File: config.mk
export PLATFORM = sky130hd
export DESIGN_NAME = seq_det_scheduler
export DESIGN_NICKNAME = d
export VERILOG_FILES = /design/src/rtl/seq_det_scheduler.sv
export SDC_FILE = /design/constraint.sdc
export NUM_CORES = 1
export LEC_CHECK = 0
export ABC_AREA = 1
export CAP_MARGIN = 20
export CORE_MARGIN = 3
export CORE_UTILIZATION = 45
export CTS_CLUSTER_DIAMETER = 40
export DETAILED_ROUTE_END_ITERATION = 8
export PLACE_DENSITY_LB_ADDON = 0.05
export SETUP_SLACK_MARGIN = 0.4
export SLEW_MARGIN = 30
export SYNTH_ARGS = -nofsm -noshare
export SYNTH_HDL_FRONTEND = slang
export SYNTH_SLANG_ARGS = --single-unit
File: constraint.sdc
create_clock -name clk -period 6 [get_ports clk]
set_clock_uncertainty 0.15 [all_clocks]
set_input_delay 0.9 -clock clk [delete_from_list [all_inputs] [get_ports clk]]
set_output_delay 0.9 -clock clk [all_outputs]
set_load 0.005 [all_outputs]
File: src/rtl/seq_det_scheduler.sv
// Four serial requester channels share one pattern comparator through a round-robin grant.
// Each channel keeps its own shift history, fill count and saturating match counter.
module seq_det_scheduler #(
    parameter int N_CH  = 4,
    parameter int PAT_W = 8
) (
    input  logic             clk,
    input  logic             rst,
    input  logic             cfg_we,
    input  logic [PAT_W-1:0] cfg_pattern,
    input  logic [2:0]       cfg_len,
    input  logic             cfg_overlap,
    input  logic [N_CH-1:0]  req,
    input  logic [N_CH-1:0]  bit_in,
    output logic [N_CH-1:0]  gnt,
    output logic             match_valid,
    output logic [1:0]       match_ch,
    input  logic [1:0]       cnt_rd_ch,
    output logic [7:0]       cnt_rd_data
);

    logic [1:0]       ptr;
    logic [PAT_W-1:0] pat_q;
    logic [2:0]       len_q;
    logic             ovl_q;

    logic [PAT_W-1:0] hist [N_CH];
    logic [3:0]       fill [N_CH];
    logic [7:0]       cnt  [N_CH];

    logic             gnt_any;
    logic [1:0]       gnt_ch;
    logic [1:0]       idx;
    logic [PAT_W-1:0] hist_sel;
    logic [3:0]       fill_sel;
    logic [PAT_W-1:0] h_next;
    logic [3:0]       f_next;
    logic [PAT_W-1:0] mask;
    logic             hit;

    // Search starts just above the last granted channel and wraps modulo four.
    always_comb begin
        gnt_any = 1'b0;
        gnt_ch  = 2'd0;
        idx     = 2'd0;
        for (int k = 1; k <= N_CH; k++) begin
            idx = ptr + 2'(k);
            if (!cfg_we && !gnt_any && req[idx]) begin
                gnt_any = 1'b1;
                gnt_ch  = idx;
            end
        end
        gnt = gnt_any ? (N_CH'(1) << gnt_ch) : '0;
    end

    always_comb begin
        hist_sel = hist[gnt_ch];
        fill_sel = fill[gnt_ch];
        h_next   = {hist_sel[PAT_W-2:0], bit_in[gnt_ch]};
        f_next   = (fill_sel >= 4'(PAT_W)) ? 4'(PAT_W) : fill_sel + 4'd1;
        mask     = {PAT_W{1'b1}} >> (3'd7 - len_q);
        hit      = gnt_any && (f_next >= ({1'b0, len_q} + 4'd1))
                   && (((h_next ^ pat_q) & mask) == '0);
    end

    assign cnt_rd_data = cnt[cnt_rd_ch];

    always_ff @(posedge clk or posedge rst) begin
        if (rst) begin
            ptr         <= 2'd3;
            match_valid <= 1'b0;
            match_ch    <= 2'd0;
            pat_q       <= '0;
            len_q       <= 3'd0;
            ovl_q       <= 1'b0;
            for (int i = 0; i < N_CH; i++) begin
                hist[i] <= '0;
                fill[i] <= 4'd0;
                cnt[i]  <= 8'd0;
            end
        end else if (cfg_we) begin
            // Reconfiguration wipes every context but keeps arbitration fairness intact.
            pat_q       <= cfg_pattern;
            len_q       <= cfg_len;
            ovl_q       <= cfg_overlap;
            match_valid <= 1'b0;
            for (int i = 0; i < N_CH; i++) begin
                hist[i] <= '0;
                fill[i] <= 4'd0;
                cnt[i]  <= 8'd0;
            end
        end else begin
            match_valid <= hit;
            if (hit) begin
                match_ch <= gnt_ch;
            end
            if (gnt_any) begin
                ptr          <= gnt_ch;
                hist[gnt_ch] <= h_next;
                fill[gnt_ch] <= (hit && !ovl_q) ? 4'd0 : f_next;
                if (hit && cnt[gnt_ch] != 8'hFF) begin
                    cnt[gnt_ch] <= cnt[gnt_ch] + 8'd1;
                end
            end
        end
    end

endmodule

==> impl_metrics.tcl, run 1 <==
set metrics [dict create \
    status "finished, final reports clean" \
    routed_via_density 5.450 \
    rr_startpoint "ptr[0]" \
    cts_buffers 9 \
    io_pins 40 \
    antennaDiodeCount 0 \
    yosysSeqAreaShare_pct 41.33 \
    grtUsageMet1_pct 31.59 \
    synth_fp_nets 825 \
    drc 0 \
    die_h_um 117.9 \
    max_slew_margin_pct 55.83 \
    fin_util_pct 53.75 \
    slowest_delay_ns 0.42 \
    fin_crit_ns 5.248 \
    root_buffer "clkbuf_16" \
    ys_async_sr_fraction_pct 100.0 \
    criticalPathCategory "in2reg" \
    min_to "fill[13]" \
    num_rows 40 \
    dp_cells 982 \
    yosys.area.top_type "dfrtp_1" \
    grt_util_met3_pct 3.027 \
    use_met2_pct 39.09 \
    vias 5461 \
    synthFlopType "dfrtp_1" \
    placed_cell_area_um2 6168 \
    vdd_drop_max_uv 235.0 \
    grt_max_degree 53 \
    crit_path_max_fanout 34 \
    io_buffer_count 39 \
    ys_warn_count 0 \
    core_um2 12110 \
    max_freq_mhz 190.5 \
    grt_pass1_vias 5147 \
    fin_nets 864 \
    ant_nets 0 \
    cp.arrival_ns 5.37 \
    cts_max_level 3 \
    place_congestion 0.8656 \
    top_usage_layer "met2" \
    path_clk_slew_ns 0.06 \
    finalHoldViolCount 0 \
    start_util_pct 46.54 \
    final_cell_area_um2 6510 \
    finalNonFillerCells 1002 \
    grt_util_all_layers_pct 23.78 \
    syn_area_per_cell_um2 7.135 \
    r2r-end "cnt[25]" \
    drt_iter0_markers 580 \
    setup_tns_ns 0 \
    worst_hold_path_type "reg2reg" \
    synth_area_leaders "dfrtp_1 (40%), nand2_1 (18%), nand3_1 (7.9%)" \
    r2r.worst_path.cells 29 \
    worstMarginPinSlew_ns 0.6626 \
    clkLatencyLatePin_ns 0.35 \
    r2r_slack_ns 1.08 \
    clockBufferDepth 2 \
    worstPathRequired_ns 6.12 \
    crit_slowest_cell "clkdlybuf4s50_1" \
    synth_edf_count 0 \
    tritoncts "done" \
    hold_slack_ns 0.3256 \
    fin_crit_sh_pct 87.47 \
    area_delta_synth_final_pct 15.49 \
    die_area_um2 13910 \
    synth_area_um2 5637 \
    first_pass_iters 6 \
    worstHoldPathCells 2 \
    drv_cap 0 \
    synth_cell_type_count 32 \
    wirelength_mm 16.47 \
    finalSetupViolCount 0 \
    power_leakage_nw 3.424 \
    rsz0062_at_grt "no" \
    grt_first_pass_wirelength_mm 26.51 \
    hp-start "fill[13]" \
    layout-drive-gt1-share_pct 8.513 \
    wl_per_cell_um 16.44 \
    die_w_um 117.9 \
    overflow 0 \
    startpoint "cfg_we" \
    crit_path_end_kind "flip-flop" \
    synth_seq_cells 93 \
    synthCells 790 \
    hpwl_mm 11.26 \
    cp-start-kind "input pin" \
    clock_sinks 93 \
    drv_slew 0 \
    powerDensity_nw_per_um2 602.5 \
    yosysTopAreaCellShare_pct 40.40 \
    grt_antenna_before_repair 0 \
    path_common_cell "nor2_1" \
]
-- per-layer routing --
layer	vias to the layer above	part of all wire [%]
li1	2658	-
met1	2584	44
met2	189	48
met3	30	5.3
met4	0	2.7
met5	-	0
-- per-stage QoR --
step | worst slack [ns] | total power, mW
after floorplan | 1.234 | 2.579
after global placement | 0.3673 | 3.264
after detailed placement | 0.3352 | 3.298
after CTS | 0.6744 | 3.884
after global routing | 0.4329 | 4.253
final | 0.7519 | 3.922
-- where the power goes --
part | switching, mW | internal [mW] | total [mW]
Combinational | 1.72 | 0.773 | 2.49
Clock | 0.247 | 0.335 | 0.582
Sequential | 0.0691 | 0.776 | 0.845
Total | 2.04 | 1.88 | 3.92
-- worst max path at each step --
stage	slack, ns	cells past startpoint	to
floorplan	1.23	28	cnt[10]
global placement	0.37	26	cnt[8]
detailed placement	0.34	29	cnt[25]
CTS	0.67	29	cnt[25]
global route	0.43	28	cnt[13]
finish	0.75	29	cnt[25]
-- cell families (layout without fill, tap and decap cells) --
| group | count (synthesis) | count (layout) | share of synthesized area (%) |
|---|---|---|---|
| flops | 93 | 93 | 41.33 |
| compound gates | 89 | 89 | 9.012 |
| xor+xnor | 3 | 3 | 0.4662 |
| fa+ha+maj | 10 | 10 | 2.220 |
| buf+inv | 129 | 172 | 10.03 |
| simple gates | 466 | 467 | 36.94 |
-- critical path: cells and delay by family --
kind	cells	cell delay, ns
adder cells (fa/ha/maj)	2	0.55
AO/OA/AOI/OAI	5	0.58
buffers and inverters	8	1.49
AND/OR/NAND/NOR	14	1.82
-- synthesized netlist by cell type, types with 3 or more instances --
master    number
nor2_1        42
nand4_1       40
clkinv_1       3
o21ai_0       42
buf_2          8
clkbuf_1      12
buf_6          6
inv_2          4
nand3b_1       4
o22ai_1       28
inv_1         89
xor2_1         3
a21oi_1       10
nand2_2       14
nand2_1      265
buf_4          7
dfrtp_1       91
nor2_2         3
nand3_1       89
ha_1          10
-- sequential cells by signal, indices dropped and copies added, names as in the netlist --
name,count
match_valid,1
ovl_q,1
len_q,3
ptr,2
match_ch,2
cnt,32
fill,16
hist,28
pat_q,8
-- area by class of cell --
| class | instances | area (um^2) |
|---|---|---|
| fillers | 1210 | 5602 |
| multi-input cells | 569 | 2753 |
| flip-flops and latches | 93 | 2330 |
| repair buffers | 60 | 551.8 |
| inverters | 96 | 362.8 |
| clock buffers | 11 | 242.7 |
| well taps | 168 | 210.2 |
| clock inverters | 5 | 60.06 |
-- placed cells by master, fill, tap and decap left out, types with 4 or more instances in the layout --
cell	netlist	final
o21ai_0	42	42
nand3b_1	4	4
buf_4	7	20
nor2_1	42	42
nand4_1	40	40
nand2_2	14	14
inv_1	89	88
clkdlybuf4s50_1	0	39
inv_2	4	4
nand2_1	265	265
clkbuf_16	0	9
o22ai_1	28	28
nand3_1	89	89
dfrtp_1	91	91
ha_1	10	10
a21oi_1	10	10
-- repair_timing --
| item | 4_1_cts | 5_1_grt |
|---|---|---|
| hold buffers | 0 | 0 |
| endpoints found under the setup margin | 0 | 48 |
| gates resized for setup | 0 | 1 |
| hold endpoints to repair | 0 | 0 |
| buffers inserted | 0 | 3 |
No activity file was read; power rests on OpenSTA's default activity.
==> inputs of run 2 (changes only) <==
--- a/config.mk
+++ b/config.mk
@@ -7,7 +7,7 @@
 export LEC_CHECK = 0
 export ABC_AREA = 1
 export CAP_MARGIN = 20
-export CORE_MARGIN = 3
+export CORE_MARGIN = 1.5
 export CORE_UTILIZATION = 45
 export CTS_CLUSTER_DIAMETER = 40
 export DETAILED_ROUTE_END_ITERATION = 8
==> constraint.sdc (replaced) <==
create_clock -name clk -period 4.8 [get_ports clk]
set_clock_uncertainty 0.15 [all_clocks]
set_input_delay 0.72 -clock clk [delete_from_list [all_inputs] [get_ports clk]]
set_output_delay 0.72 -clock clk [all_outputs]
set_load 0.005 [all_outputs]
==> run 2 against run 1 <==
  * Clock-buffer cell count is 2 lower
  * Utilization is 5.0 points higher
  * Non-clock buffer count is 42 higher
  * Final cell count is 4.2% higher
  * Sequential power is 24% higher
  * Register-to-register slack worse by 0.64 ns
==> impl_metrics.tcl, run 2 (synthesis gave the netlist of run 1 again) <==
set metrics [dict create \
    final_cell_mix "nand2_1 (245), dfrtp_1 (91), inv_1 (84), nand3_1 (76), buf_4 (53)" \
    hp-start "fill[13]" \
    core_um2 12110 \
    largest_register_ffs 32 \
    holdBufCountCts 0 \
    cts_max_level 3 \
    fin_crit_ns 4.357 \
    drt_iter0_markers 390 \
    rsz0062_at_grt "yes" \
    power_leakage_nw 3.702 \
    cts_buffers 9 \
    die_area_um2 13210 \
    final_cell_area_um2 7119 \
    layout-drive-gt1-share_pct 18.61 \
    area_delta_synth_final_pct 26.30 \
    finalNonFillerCells 1044 \
    ant_nets 0 \
    crit_path_max_fanout 8 \
    powerDensity_nw_per_um2 784.3 \
    worst_hold_path_type "reg2reg" \
    power.total_mw 5.584 \
    clockBufferDepth 2 \
    p_sw_mw 2.838 \
    die_w_um 114.9 \
    mostFrequentLayoutCell "nand2_1" \
    drv_cap 0 \
    max_freq_mhz 229.5 \
    num_rows 40 \
    rr_startpoint "ptr[0]" \
    io_buffer_count 39 \
    pwr-share-seq_pct 18.8 \
    wl_met3_um 918 \
    status "finished, final reports clean" \
    cp-start-kind "flip-flop" \
    drv_slew 0 \
    wl_per_cell_um 16.29 \
    slowest_delay_ns 0.58 \
    start_util_pct 46.54 \
    hold_slack_ns 0.3310 \
    grt_first_pass_wirelength_mm 27.16 \
    grt_antenna_before_repair 0 \
    antennaDiodeCount 0 \
    path_clk_slew_ns 0.07 \
    hpwl_mm 11.51 \
    grt_pass1_vias 5340 \
    routed_via_density 5.390 \
    wirelength_mm 17.01 \
    vdd_drop_max_uv 304.5 \
    io_pins 40 \
    die_h_um 114.9 \
    place_congestion 0.8776 \
    placed_cell_area_um2 6372 \
    top_regs "cnt x32, hist x28, fill x16" \
    fin_crit_sh_pct 90.78 \
    r2r.worst_path.cells 28 \
    overflow 0 \
    fin_util_pct 58.78 \
    root_buffer "clkbuf_16" \
    r2r-end "cnt[4]" \
    cp.arrival_ns 4.46 \
    max_slew_margin_pct 54.57 \
    tritoncts "done" \
    worstPathRequired_ns 4.90 \
    highest_layer "met4" \
    fin_nets 906 \
    vias 5627 \
    path_common_cell "nand2_2" \
    grt_max_degree 53 \
    finalHoldViolCount 0 \
    worstMarginPinSlew_ns 0.6814 \
    drc 0 \
    intPower_mw 2.745 \
    route.met2.wl_mm 8.272 \
    max_flop_register "cnt" \
    p_sw_share_pct 50.83 \
    finalSetupViolCount 0 \
    drt-met1-wl_mm 7.427 \
    p_clk_share_pct 12.7 \
    crit_slowest_cell "dfstp_2" \
    p_comb_share_pct 68.5 \
    crit_path_end_kind "flip-flop" \
    grt_util_all_layers_pct 26.78 \
    criticalPathCategory "reg2reg" \
    r2r_slack_ns 0.44 \
    first_pass_iters 5 \
    worstSetupEndpoint "cnt[4]" \
    startpoint "ptr[0]" \
    dp_cells 1006 \
    clock_sinks 93 \
    clkLatencyLatePin_ns 0.36 \
]
run 2: cell count changes in the layout (fill, tap and decap cells not counted), moves of 5 or more:
| cell | previous run | this run |
|---|---|---|
| nand3_1 | 89 | 76 |
| nand3_2 | 2 | 13 |
| nand2_1 | 265 | 245 |
| nor2_1 | 42 | 36 |
| buf_4 | 20 | 53 |
| clkdlybuf4s50_1 | 39 | 34 |
| buf_6 | 1 | 6 |
| nand2_2 | 14 | 30 |
run 2: how the worst min path moves through the flow:
stage                    end  slack [ns]  cells past startpoint
floorplan            fill[9]        0.29                      2
global placement    fill[13]        0.31                      2
detailed placement  fill[13]        0.31                      2
CTS                 fill[13]        0.33                      2
global route        fill[13]        0.36                      2
finish              fill[13]        0.33                      2
run 2: power groups by stage:
stage / Combinational (mW) / Clock [mW] / Sequential (mW)
final: 3.82 / 0.710 / 1.05
after global routing: 4.20 / 0.757 / 1.07
after CTS: 3.46 / 0.717 / 1.05
after detailed placement: 3.25 / 0 / 1.07
after global placement: 3.21 / 0 / 1.07
after floorplan: 2.22 / 0 / 1.04
run 2: layout make-up:
cell class	count	area, um^2
fill	1176	4992
multi-input combinational	569	2978
sequential	93	2330
timing repair buffer	102	945.9
inverter	96	367.9
clock buffer	9	225.2
tap	168	210.2
clock inverter	7	62.56
run 2: stage by stage:
stage | setup slack, ns | TNS (ns)
6_report | 0.4426 | 0
3_5_place_dp | -0.2015 | -8.434
4_1_cts | 0.4239 | 0
2_1_floorplan | 0.4104 | 0
3_3_place_gp | -0.04023 | -0.9502
5_1_grt | 0.1614 | 0
run 2: worst max-delay path, delay by kind of cell, from the launching register on:
| kind | cells | cell delay [ns] |
|---|---|---|
| AO/OA/AOI/OAI | 5 | 0.80 |
| adder cells (fa/ha/maj) | 2 | 0.56 |
| buffers and inverters | 5 | 0.47 |
| flip-flops | 1 | 0.58 |
| AND/OR/NAND/NOR | 16 | 1.68 |
run 2: layer usage:
layer	up-vias	GRT usage [%]
met5	-	0
met4	0	10.04
met3	37	4.270
met2	193	44.92
met1	2660	35.04
li1	2737	-
run 2: repair_timing:
item | in CTS | in global routing
gates cloned | 1 | 2
endpoints found under the hold margin | 0 | 0
setup buffers | 12 | 7
setup endpoints to repair | 51 | 51
pin swaps | 21 | 38
gates resized for setup | 27 | 45
==> inputs of run 3 (changes only) <==
--- a/config.mk
+++ b/config.mk
@@ -11,6 +11,7 @@
 export CORE_UTILIZATION = 45
 export CTS_CLUSTER_DIAMETER = 40
 export DETAILED_ROUTE_END_ITERATION = 8
+export GPL_ROUTABILITY_DRIVEN = 0
 export PLACE_DENSITY_LB_ADDON = 0.05
 export SETUP_SLACK_MARGIN = 0.4
 export SLEW_MARGIN = 30
==> run 3 against run 2 <==
  * Worst setup slack better by 0.020 ns
  * Utilization up 0.66 points
  * Final area up 1.1%
  * Non-clock buffer count down 1
  * First-iteration DRC count down 23%
  * Critical path depth up 3
  * Critical path type is now in2reg
  * Global-route usage up 0.32 points
  * Total power up 4.6%
  * Via count down 0.34%
  * Fmax up 0.47%
  * Sequential cell count unchanged
  * Register-to-register slack better by 0.02 ns
==> impl_metrics.tcl, run 3 (synthesis gave the netlist of run 1 again) <==
set metrics [dict create \
    crit_slowest_cell "dlygate4sd2_1" \
    area_delta_synth_final_pct 27.72 \
    mostFrequentLayoutCell "nand2_1" \
    wirelength_mm 17.25 \
    die_h_um 114.9 \
    fin_crit_sh_pct 90.36 \
    vias 5608 \
    path_common_cell "nand2_2" \
    hpwl_mm 11.42 \
    layout-drive-gt1-share_pct 18.97 \
    fin_crit_ns 4.337 \
    max_slew_margin_pct 56.10 \
    die_area_um2 13210 \
    slowest_delay_ns 0.26 \
    clkLatencyLatePin_ns 0.35 \
    drv_slew 0 \
    grt_antenna_before_repair 0 \
    clock_sinks 93 \
    powerDensity_nw_per_um2 811.5 \
    root_buffer "clkbuf_16" \
    antennaDiodeCount 0 \
    finalHoldViolCount 0 \
    grt_util_all_layers_pct 27.10 \
    worstPathRequired_ns 4.89 \
    holdBufCountCts 0 \
    finalSetupViolCount 0 \
    max_flop_register "cnt" \
    vdd_drop_max_uv 398.4 \
    routed_via_density 5.377 \
    top_usage_layer "met2" \
    num_rows 40 \
    cts_buffers 9 \
    drv_cap 0 \
    ant_nets 0 \
    core_um2 12110 \
    grtUsageMet1_pct 35.43 \
    crit_path_max_fanout 6 \
    cp.arrival_ns 4.43 \
    overflow 0 \
    pre_cts_slack_ns -0.1334 \
    worst_hold_path_type "reg2reg" \
    clockBufferDepth 2 \
    die_w_um 114.9 \
    final_cell_mix "nand2_1 (249), dfrtp_1 (91), inv_1 (83), nand3_1 (71), buf_4 (48)" \
    io_pins 40 \
    cts_max_level 3 \
    power.total_mw 5.842 \
    largest_register_ffs 32 \
    worstMarginPinSlew_ns 0.6577 \
    layout_setup_ws_ns 0.4628 \
    grt_max_degree 37 \
    status "finished, final reports clean" \
    use_met2_pct 46.27 \
    first_pass_iters 5 \
    rsz0062_at_grt "yes" \
    cp-start-kind "input pin" \
    grt_first_pass_wirelength_mm 27.59 \
    tritoncts "done" \
    criticalPathCategory "in2reg" \
    wl_per_cell_um 16.53 \
    crit_path_end_kind "flip-flop" \
    grt_pass1_vias 5367 \
    top_regs "cnt x32, hist x28, fill x16" \
    drt_iter0_markers 302 \
    start_util_pct 46.54 \
    io_buffer_count 39 \
    drc 0 \
    fin_nets 905 \
    fin_util_pct 59.44 \
    max_freq_mhz 230.6 \
    setup_tns_ns 0 \
    grt_util_met3_pct 3.426 \
    power_leakage_nw 3.702 \
    path_clk_slew_ns 0.07 \
]
## run 3: worst max-delay path: cells and delay by family
family / cells / cell delay, ns
adders and majority gates: 2 / 0.47
AOI/OAI and AO/OA: 5 / 0.82
buffers and inverters: 6 / 0.70
and+or+nand+nor: 18 / 1.71
## run 3: power by group
part | switching, mW | internal (mW) | total, mW
logic | 2.49 | 1.53 | 4.01
registers | 0.0778 | 0.969 | 1.05
clock network | 0.322 | 0.459 | 0.782
## run 3: through the flow
stage / cells / hold slack, ns / instance area, um^2
final: 1043 / 0.3333 / 7199
after global routing: 1043 / 0.3570 / 7199
after CTS: 1036 / 0.3305 / 6877
after detailed placement: 1006 / 0.3120 / 6372
after global placement: 1006 / 0.3137 / 6372
after floorplan: 790 / 0.2917 / 5657
## run 3: layout make-up
cell class | count | area, um^2
clock buffer | 11 | 232.7
clock inverter | 5 | 83.83
fill | 1141 | 4912
inverter | 96 | 367.9
multi-input combinational | 569 | 3008
sequential | 93 | 2330
tap | 168 | 210.2
timing repair buffer | 101 | 967.2
## run 3: worst paths after layout
path | startpoint | endpoint | slack (ns) | cells after the start
max | req[3] | cnt[14] | 0.46 | 31
min | fill[11] | fill[11] | 0.33 | 2
max reg2reg | ptr[0] | cnt[14] | 0.46 | 31
min reg2reg | fill[11] | fill[11] | 0.33 | 2
max in group asynchronous | rst | hist[17] | 3.04 | 3
min in group asynchronous | rst | cnt[18] | 0.61 | 2
## run 3: per-layer routing
metal | share of wire [%] | vias up
met2 | 49 | 170
li1 | - | 2738
met4 | 2.2 | 0
met5 | 0 | -
met1 | 43 | 2670
met3 | 5.1 | 30
## run 3: what timing repair did
action,in CTS,in global routing
resized for setup,19,63
pin swaps,20,54
endpoints found under the setup margin,51,51
gates cloned,1,2
setup buffers,13,5
